==> config.mk <==
export PLATFORM = sky130hd
export DESIGN_NAME = matrix_op_sequencer
export DESIGN_NICKNAME = d
export VERILOG_FILES = /design/src/rtl/matrix_pkg.sv /design/src/rtl/matrix_index_walker.sv /design/src/rtl/matrix_op_sequencer.sv
export SDC_FILE = /design/constraint.sdc
export NUM_CORES = 1
export LEC_CHECK = 0
export BUFFER_PORTS_ARGS = -buffer_cell sky130_fd_sc_hd__buf_2
export CAP_MARGIN = 20
export CORE_MARGIN = 3
export CORE_UTILIZATION = 55
export CTS_CLUSTER_DIAMETER = 100
export DETAILED_ROUTE_END_ITERATION = 10
export PLACE_DENSITY = 0.8
export SLEW_MARGIN = 20
export SYNTH_ARGS = -nofsm -noshare
export SYNTH_HDL_FRONTEND = slang
export SYNTH_HIERARCHICAL = 1
export SYNTH_SLANG_ARGS = --single-unit
==> constraint.sdc <==
create_clock -name clk -period 4.7 [get_ports clk]
set_input_delay 0.705 -clock clk [delete_from_list [all_inputs] [get_ports clk]]
set_output_delay 0.705 -clock clk [all_outputs]
set_load 0.02 [all_outputs]
==> src/rtl/matrix_pkg.sv <==
`default_nettype none
// +----------------------------------------------------------------------+
// | matrix_pkg                                                           |
// | Shared op encodings, sequencer states and default sizes.             |
// | Rev 1.0                                                              |
// +----------------------------------------------------------------------+
package matrix_pkg;

  localparam int DEF_MAX_DIM    = 5;
  localparam int DEF_MAX_STORE  = 2;
  localparam int DEF_ELEM_WIDTH = 8;

  localparam logic [1:0] OP_ELEMWISE  = 2'b00;
  localparam logic [1:0] OP_TRANSPOSE = 2'b01;
  localparam logic [1:0] OP_MATMUL    = 2'b10;
  localparam logic [1:0] OP_RESERVED  = 2'b11;

  typedef enum logic [2:0] {
    ST_IDLE    = 3'd0,
    ST_CHECK   = 3'd1,
    ST_RD_A    = 3'd2,
    ST_RD_B    = 3'd3,
    ST_PRESENT = 3'd4,
    ST_DONE    = 3'd5,
    ST_ERR     = 3'd6
  } seq_state_t;

endpackage
`default_nettype wire

==> src/rtl/matrix_index_walker.sv <==
`default_nettype none
// +----------------------------------------------------------------------+
// | matrix_index_walker                                                  |
// | Nested i/j/k counters (k innermost) with first/last/final flags.     |
// | Rev 1.0                                                              |
// +----------------------------------------------------------------------+
module matrix_index_walker (
  input  logic       clk,
  input  logic       rst_n,
  input  logic       i_clr,
  input  logic       i_adv,
  input  logic       i_use_k,
  input  logic [3:0] i_lim_i,
  input  logic [3:0] i_lim_j,
  input  logic [3:0] i_lim_k,
  output logic [3:0] o_i,
  output logic [3:0] o_j,
  output logic [3:0] o_k,
  output logic       o_first,
  output logic       o_last,
  output logic       o_final
);

  logic [3:0] r_i, r_j, r_k;
  logic       w_i_end, w_j_end, w_k_end;

  // Without k, every (i,j) position is a complete group of one pair.
  assign w_k_end = !i_use_k || (r_k == i_lim_k - 4'd1);
  assign w_j_end = (r_j == i_lim_j - 4'd1);
  assign w_i_end = (r_i == i_lim_i - 4'd1);

  always_ff @(posedge clk or negedge rst_n) begin
    if (!rst_n) begin
      r_i <= '0;
      r_j <= '0;
      r_k <= '0;
    end else if (i_clr) begin
      r_i <= '0;
      r_j <= '0;
      r_k <= '0;
    end else if (i_adv) begin
      if (!w_k_end) begin
        r_k <= r_k + 4'd1;
      end else begin
        r_k <= '0;
        if (!w_j_end) begin
          r_j <= r_j + 4'd1;
        end else begin
          r_j <= '0;
          r_i <= r_i + 4'd1;
        end
      end
    end
  end

  assign o_i     = r_i;
  assign o_j     = r_j;
  assign o_k     = r_k;
  assign o_first = (r_k == 4'd0);
  assign o_last  = w_k_end;
  assign o_final = w_k_end && w_j_end && w_i_end;

endmodule
`default_nettype wire

==> src/rtl/matrix_op_sequencer.sv <==
`default_nettype none
// +----------------------------------------------------------------------+
// | matrix_op_sequencer                                                  |
// | Validates one matrix op and streams operand pairs to the ALU.        |
// | Optional SEQ_ABORT_EN adds an abort input. Rev 1.0                   |
// +----------------------------------------------------------------------+
module matrix_op_sequencer
  import matrix_pkg::*;
#(
  parameter int MAX_DIM    = DEF_MAX_DIM,
  parameter int MAX_STORE  = DEF_MAX_STORE,
  parameter int ELEM_WIDTH = DEF_ELEM_WIDTH,
  parameter int SLOT_BITS  = (MAX_STORE <= 1) ? 1 : $clog2(MAX_STORE),
  parameter int DIM_BITS   = (MAX_DIM <= 1) ? 1 : $clog2(MAX_DIM)
) (
  input  logic                   clk,
  input  logic                   rst_n,
`ifdef SEQ_ABORT_EN
  input  logic                   abort,
`endif
  input  logic                   start,
  input  logic [1:0]             op,
  input  logic [SLOT_BITS-1:0]   slot_a,
  input  logic [SLOT_BITS-1:0]   slot_b,
  input  logic [MAX_STORE*4-1:0] stored_m_flat,
  input  logic [MAX_STORE*4-1:0] stored_n_flat,
  input  logic [MAX_STORE-1:0]   slot_valid,
  output logic                   rd_en,
  output logic [SLOT_BITS-1:0]   rd_slot_idx,
  output logic [DIM_BITS-1:0]    rd_row_idx,
  output logic [DIM_BITS-1:0]    rd_col_idx,
  input  logic [ELEM_WIDTH-1:0]  rd_elem,
  input  logic                   rd_elem_valid,
  output logic [ELEM_WIDTH-1:0]  op_a,
  output logic [ELEM_WIDTH-1:0]  op_b,
  output logic [3:0]             op_row,
  output logic [3:0]             op_col,
  output logic                   op_first,
  output logic                   op_last,
  output logic                   op_valid,
  input  logic                   op_ready,
  output logic [3:0]             res_m,
  output logic [3:0]             res_n,
  output logic                   busy,
  output logic                   done,
  output logic                   err
);

  seq_state_t r_state, w_next;

  logic [1:0]            r_op;
  logic [SLOT_BITS-1:0]  r_slot_a, r_slot_b;
  logic [3:0]            r_ma, r_na, r_mb, r_nb;
  logic [ELEM_WIDTH-1:0] r_op_a, r_op_b;
  logic [3:0]            r_op_row, r_op_col, r_res_m, r_res_n;
  logic                  r_op_first, r_op_last;

  logic       w_abort, w_clr, w_adv, w_reject, w_dim_zero;
  logic       w_is_tr, w_is_mm, w_is_ew;
  logic [3:0] w_i, w_j, w_k, w_lim_i, w_lim_j;
  logic       w_first, w_last, w_final;
  logic [3:0] w_cur_ma, w_cur_na, w_cur_mb, w_cur_nb;
  logic [3:0] w_m [MAX_STORE];
  logic [3:0] w_n [MAX_STORE];

`ifdef SEQ_ABORT_EN
  assign w_abort = abort;
`else
  assign w_abort = 1'b0;
`endif

  for (genvar g = 0; g < MAX_STORE; g++) begin : g_unpack
    assign w_m[g] = stored_m_flat[g*4 +: 4];
    assign w_n[g] = stored_n_flat[g*4 +: 4];
  end

  assign w_cur_ma = w_m[r_slot_a];
  assign w_cur_na = w_n[r_slot_a];
  assign w_cur_mb = w_m[r_slot_b];
  assign w_cur_nb = w_n[r_slot_b];

  assign w_is_ew = (r_op == OP_ELEMWISE);
  assign w_is_tr = (r_op == OP_TRANSPOSE);
  assign w_is_mm = (r_op == OP_MATMUL);

  // Transpose has no B operand, so B's slot and dimensions are not checked.
  assign w_dim_zero = (w_cur_ma == 4'd0) || (w_cur_na == 4'd0) ||
                      (!w_is_tr && ((w_cur_mb == 4'd0) || (w_cur_nb == 4'd0)));
  assign w_reject   = (r_op == OP_RESERVED) ||
                      !slot_valid[r_slot_a] ||
                      (!w_is_tr && !slot_valid[r_slot_b]) ||
                      w_dim_zero ||
                      (w_is_ew && ((w_cur_ma != w_cur_mb) || (w_cur_na != w_cur_nb))) ||
                      (w_is_mm && (w_cur_na != w_cur_mb));

  assign w_lim_i = w_is_tr ? r_na : r_ma;
  assign w_lim_j = w_is_tr ? r_ma : (w_is_mm ? r_nb : r_na);

  matrix_index_walker u_walker (
    .clk     (clk),
    .rst_n   (rst_n),
    .i_clr   (w_clr),
    .i_adv   (w_adv),
    .i_use_k (w_is_mm),
    .i_lim_i (w_lim_i),
    .i_lim_j (w_lim_j),
    .i_lim_k (r_na),
    .o_i     (w_i),
    .o_j     (w_j),
    .o_k     (w_k),
    .o_first (w_first),
    .o_last  (w_last),
    .o_final (w_final)
  );

  always_ff @(posedge clk or negedge rst_n) begin
    if (!rst_n) r_state <= ST_IDLE;
    else        r_state <= w_next;
  end

  always_comb begin
    w_next      = r_state;
    w_clr       = 1'b0;
    w_adv       = 1'b0;
    rd_en       = 1'b0;
    rd_slot_idx = '0;
    rd_row_idx  = '0;
    rd_col_idx  = '0;
    case (r_state)
      ST_IDLE:  if (start) w_next = ST_CHECK;
      ST_CHECK: begin
        w_clr  = 1'b1;
        w_next = w_reject ? ST_ERR : ST_RD_A;
      end
      ST_RD_A: begin
        rd_en       = 1'b1;
        rd_slot_idx = r_slot_a;
        rd_row_idx  = w_is_tr ? w_j[DIM_BITS-1:0] : w_i[DIM_BITS-1:0];
        rd_col_idx  = w_is_tr ? w_i[DIM_BITS-1:0] :
                      (w_is_mm ? w_k[DIM_BITS-1:0] : w_j[DIM_BITS-1:0]);
        if (!rd_elem_valid) w_next = ST_ERR;
        else if (w_is_tr)   w_next = ST_PRESENT;
        else                w_next = ST_RD_B;
      end
      ST_RD_B: begin
        rd_en       = 1'b1;
        rd_slot_idx = r_slot_b;
        rd_row_idx  = w_is_mm ? w_k[DIM_BITS-1:0] : w_i[DIM_BITS-1:0];
        rd_col_idx  = w_j[DIM_BITS-1:0];
        w_next      = rd_elem_valid ? ST_PRESENT : ST_ERR;
      end
      ST_PRESENT: begin
        if (op_ready) begin
          w_adv  = 1'b1;
          w_next = w_final ? ST_DONE : ST_RD_A;
        end
      end
      ST_DONE: w_next = ST_IDLE;
      ST_ERR:  w_next = ST_IDLE;
      default: w_next = ST_IDLE;
    endcase
    // Abort outranks everything, including a handshake in PRESENT.
    if (w_abort && (r_state != ST_IDLE)) begin
      w_next = ST_IDLE;
      w_adv  = 1'b0;
    end
  end

  always_ff @(posedge clk or negedge rst_n) begin
    if (!rst_n) begin
      r_op       <= '0;
      r_slot_a   <= '0;
      r_slot_b   <= '0;
      r_ma       <= '0;
      r_na       <= '0;
      r_mb       <= '0;
      r_nb       <= '0;
      r_res_m    <= '0;
      r_res_n    <= '0;
      r_op_a     <= '0;
      r_op_b     <= '0;
      r_op_row   <= '0;
      r_op_col   <= '0;
      r_op_first <= 1'b0;
      r_op_last  <= 1'b0;
    end else begin
      case (r_state)
        ST_IDLE: begin
          if (start) begin
            r_op     <= op;
            r_slot_a <= slot_a;
            r_slot_b <= slot_b;
          end
        end
        ST_CHECK: begin
          r_ma <= w_cur_ma;
          r_na <= w_cur_na;
          r_mb <= w_cur_mb;
          r_nb <= w_cur_nb;
          if (!w_reject) begin
            r_res_m <= w_is_tr ? w_cur_na : w_cur_ma;
            r_res_n <= w_is_tr ? w_cur_ma : (w_is_mm ? w_cur_nb : w_cur_na);
          end
        end
        ST_RD_A: begin
          r_op_a     <= rd_elem;
          r_op_row   <= w_i;
          r_op_col   <= w_j;
          r_op_first <= w_first;
          r_op_last  <= w_last;
          if (w_is_tr) r_op_b <= '0;
        end
        ST_RD_B: r_op_b <= rd_elem;
        default: ;
      endcase
    end
  end

  assign op_a     = r_op_a;
  assign op_b     = r_op_b;
  assign op_row   = r_op_row;
  assign op_col   = r_op_col;
  assign op_first = r_op_first;
  assign op_last  = r_op_last;
  assign op_valid = (r_state == ST_PRESENT);
  assign res_m    = r_res_m;
  assign res_n    = r_res_n;
  assign busy     = (r_state != ST_IDLE);
  assign done     = (r_state == ST_DONE);
  assign err      = (r_state == ST_ERR);

endmodule
`default_nettype wire

==> results.cfg <==
[setup_path]
data_arrival_critical_path_ns = 2.64
crit_family = flip-flops
worstPathRequired_ns = 3.99
critPathMaxFanout = 23
cp_num_buf_inv = 1
reg2reg_setup_slack_ns = 1.38
ff2ff_path_depth = 12
critPathSlowestCell = sky130_fd_sc_hd__dfrtp_1
end_kind = output port
worst_r2r_startpoint = r_op[0]
criticalPathCategory = reg2out
critical_path.startpoint_type = flop
critical-path-max-stage-delay_ns = 0.88
critical_path.cell_chain = nand2b_1, a21oi_1, o22ai_1, nor2_1, buf_2
worstReg2RegEnd = r_state[2]

[detailed_routing]
via_count = 3422
detailroute.wirelength.met3_um = 655
metal2_wl_um = 4730
met1Wirelength_um = 4310
vias_per_cell = 5.93
detail_route.wl_per_cell_um = 17.1
totalWireLength_um = 9890
first_pass_iters = 5
dr.max_layer_used = met4
post-route-drc-count = 0
postRouteAntennaNets = 0
drt-initial-drc-count = 242

[yosys]
ys_seq_elements = 65
ys_async_sr_fraction_pct = 100
synth_largest_area_cell = sky130_fd_sc_hd__dfrtp_1
netlist_top_cells_area = sky130_fd_sc_hd__dfrtp_1 40%, sky130_fd_sc_hd__mux2_2 8.0%, sky130_fd_sc_hd__mux2i_1 6.9%
synth_edf_count = 0
post_synth_cell_types = 53
synth_flop_cell = sky130_fd_sc_hd__dfrtp_1
synthesis.area_per_instance_um2 = 10.1
synthesis.area_um2 = 4080
synth_warnings = 6
postSynthCellCount = 403
area_share_of_the_largest_cell_type_after_synthesis_pct = 39.9
seq_area_frac_synth_pct = 39.9
synthesis.nets = 445

[power_and_ir_drop]
ir_drop_mv = 0.423
power_per_cell_area_nw_per_um2 = 721
p_leak_nw = 2.24

[die]
die_y_extent_um = 92.1
boundaryPins = 81
initial_utilization_pct = 58.4
fp-row-count = 30
dieArea_um2 = 8480
die_width_um = 92.1
core-area_um2 = 6980

[final_layout]
layout.cells.most_common = sky130_fd_sc_hd__buf_2
multiInputGateArea_um2 = 2260
final_design_instance_area_without_fill_um2 = 4740
nNetsFinal = 518
final.fill_count = 557
area_growth_syn_to_layout_pct = 16.3
layout.cells.most_common_list = 80 x sky130_fd_sc_hd__buf_2, 65 x sky130_fd_sc_hd__dfrtp_1, 38 x sky130_fd_sc_hd__nor2_1
drive_above_1_share_pct = 29.5
post_route_utilization_pct = 67.9
sequential_cell_area_um2 = 1630
antenna_cells = 0

[sta]
final_max_slew_viol_count = 0
finalWorstPathRequiredPeriod_ns = 3.35
final_worst_clock_skew_ns = 0.00593
final-setup-viol-count = 0
fin_ws_ns = 1.35
timing_hold_violations_final = 0
max_freq_ghz = 0.299
fin_worst_hold_slack_ns = 0.487
timing.final.crit_share_pct = 71.2
slew_headroom_pct = 34.5
tightest_slew_ns = 0.982
final.setup.tns_ns = 0
setup_repair_after_global_routing_missed_its_margin = false

[global_route]
gr-usage-all-layers_pct = 24.8
grt.overflow.total = 0
antenna_found_initial = 0
global_route_wire_length_before_repair_um = 16900
grt_start_max_net_pins = 39
grt_pass1_vias = 3441

[cts]
clock_latency_ns = 0.34
cts_hold_repair.buffers = 0
cts_made_buffers = 9
tritoncts_clock_tree = done
ctsResizeCount = 0
worst_setup_hold_path_clk_slew_ns = 0.08
cts-root-to-sink-buffers = 2
clk_root_buffer_cell = sky130_fd_sc_hd__clkbuf_8
h_tree_levels = 3
post_cts.repair.setup_buffers = 0
clkSinkCount = 65

[run]
maxCapViolations = 0

[worst_hold_path]
holdCritPathClass = in2async

[place]
place_worst_setup_slack_ns = 1.60
postPlaceCellArea_um2 = 4510
hpwlAfterDp_um = 6980
gp_routability_congestion = 0.868
buffer_ports.inserted = 80

[status]
outcome = finished clean
-- cells in the mapped netlist (all sizes together) (9+ instances only) --
library cell	number
dfrtp	65
nor2	38
a21oi	37
mux2	29
mux2i	28
nand2	22
inv	20
xor2	17
nor3	14
buf	13
xnor2	12
nand3	9
-- cell families (layout without fill, tap and decap cells) --
| kind of cell | after synthesis | count (layout) | share of synthesized area, % |
|---|---|---|---|
| xor gates and xnor gates | 31 | 31 | 7.36 |
| and+or+nand+nor | 114 | 114 | 14.1 |
| AOI/OAI and AO/OA | 79 | 79 | 12.3 |
| buffers and inverters | 42 | 120 | 4.63 |
| muxes | 65 | 65 | 19.6 |
| adders and majority gates | 7 | 7 | 2.15 |
| DFF | 65 | 65 | 39.9 |
-- report_power, final --
group	switching [W]	internal [W]	leakage, nW
clock network	0.000240	0.000304	0.110
registers	0.000327	0.000773	0.790
logic	0.000970	0.000803	1.34
total	0.00154	0.00188	2.24
-- worst max path at each step --
stage,start,end,slack [ns],cells past startpoint
global route,r_op[0],r_state[2],1.13,12
detailed placement,r_op[0],r_state[2],1.60,12
global placement,r_op[0],u_walker/o_i[3],1.76,10
floorplan,r_op[0],u_walker/o_i[3],1.69,11
CTS,r_op[0],rd_col_idx[1],1.41,5
finish,r_op[0],rd_col_idx[1],1.35,5
-- per-layer routing --
layer  vias up  global-route usage, %
li1       1597                      -
met1      1676                   32.8
met2       127                   40.0
met3        22                   6.07
met4         0                   8.04
met5         -                      0
-- metrics by stage --
stage               std cells  power [W]
floorplan                 403    0.00243
global placement          561    0.00279
detailed placement        561    0.00286
CTS                       577    0.00342
global route              577    0.00367
finish                    577    0.00342
-- cell type report --
type | count | area share (%)
Multi-Input combinational cell | 296 | 47.7
Clock buffer | 9 | 2.61
Tap cell | 96 | 2.53
Inverter | 20 | 1.58
Timing Repair Buffer | 84 | 9.08
Clock inverter | 7 | 2.16
Sequential cell | 65 | 34.3
-- worst register-to-register path, cell delays in order (launching register included) --
cell and delay, ns:
sky130_fd_sc_hd__dfrtp_1 0.88, sky130_fd_sc_hd__nand2b_1 0.51, sky130_fd_sc_hd__nand2_1 0.19, sky130_fd_sc_hd__nand2_1 0.13, sky130_fd_sc_hd__inv_1 0.08, sky130_fd_sc_hd__ha_1 0.17
sky130_fd_sc_hd__xor2_1 0.22, sky130_fd_sc_hd__xnor2_1 0.16, sky130_fd_sc_hd__nand4_1 0.12, sky130_fd_sc_hd__nor3_1 0.40, sky130_fd_sc_hd__a21oi_1 0.13, sky130_fd_sc_hd__o22ai_1 0.15
sky130_fd_sc_hd__a21o_1 0.11
Power figures use the tool's default switching activity.
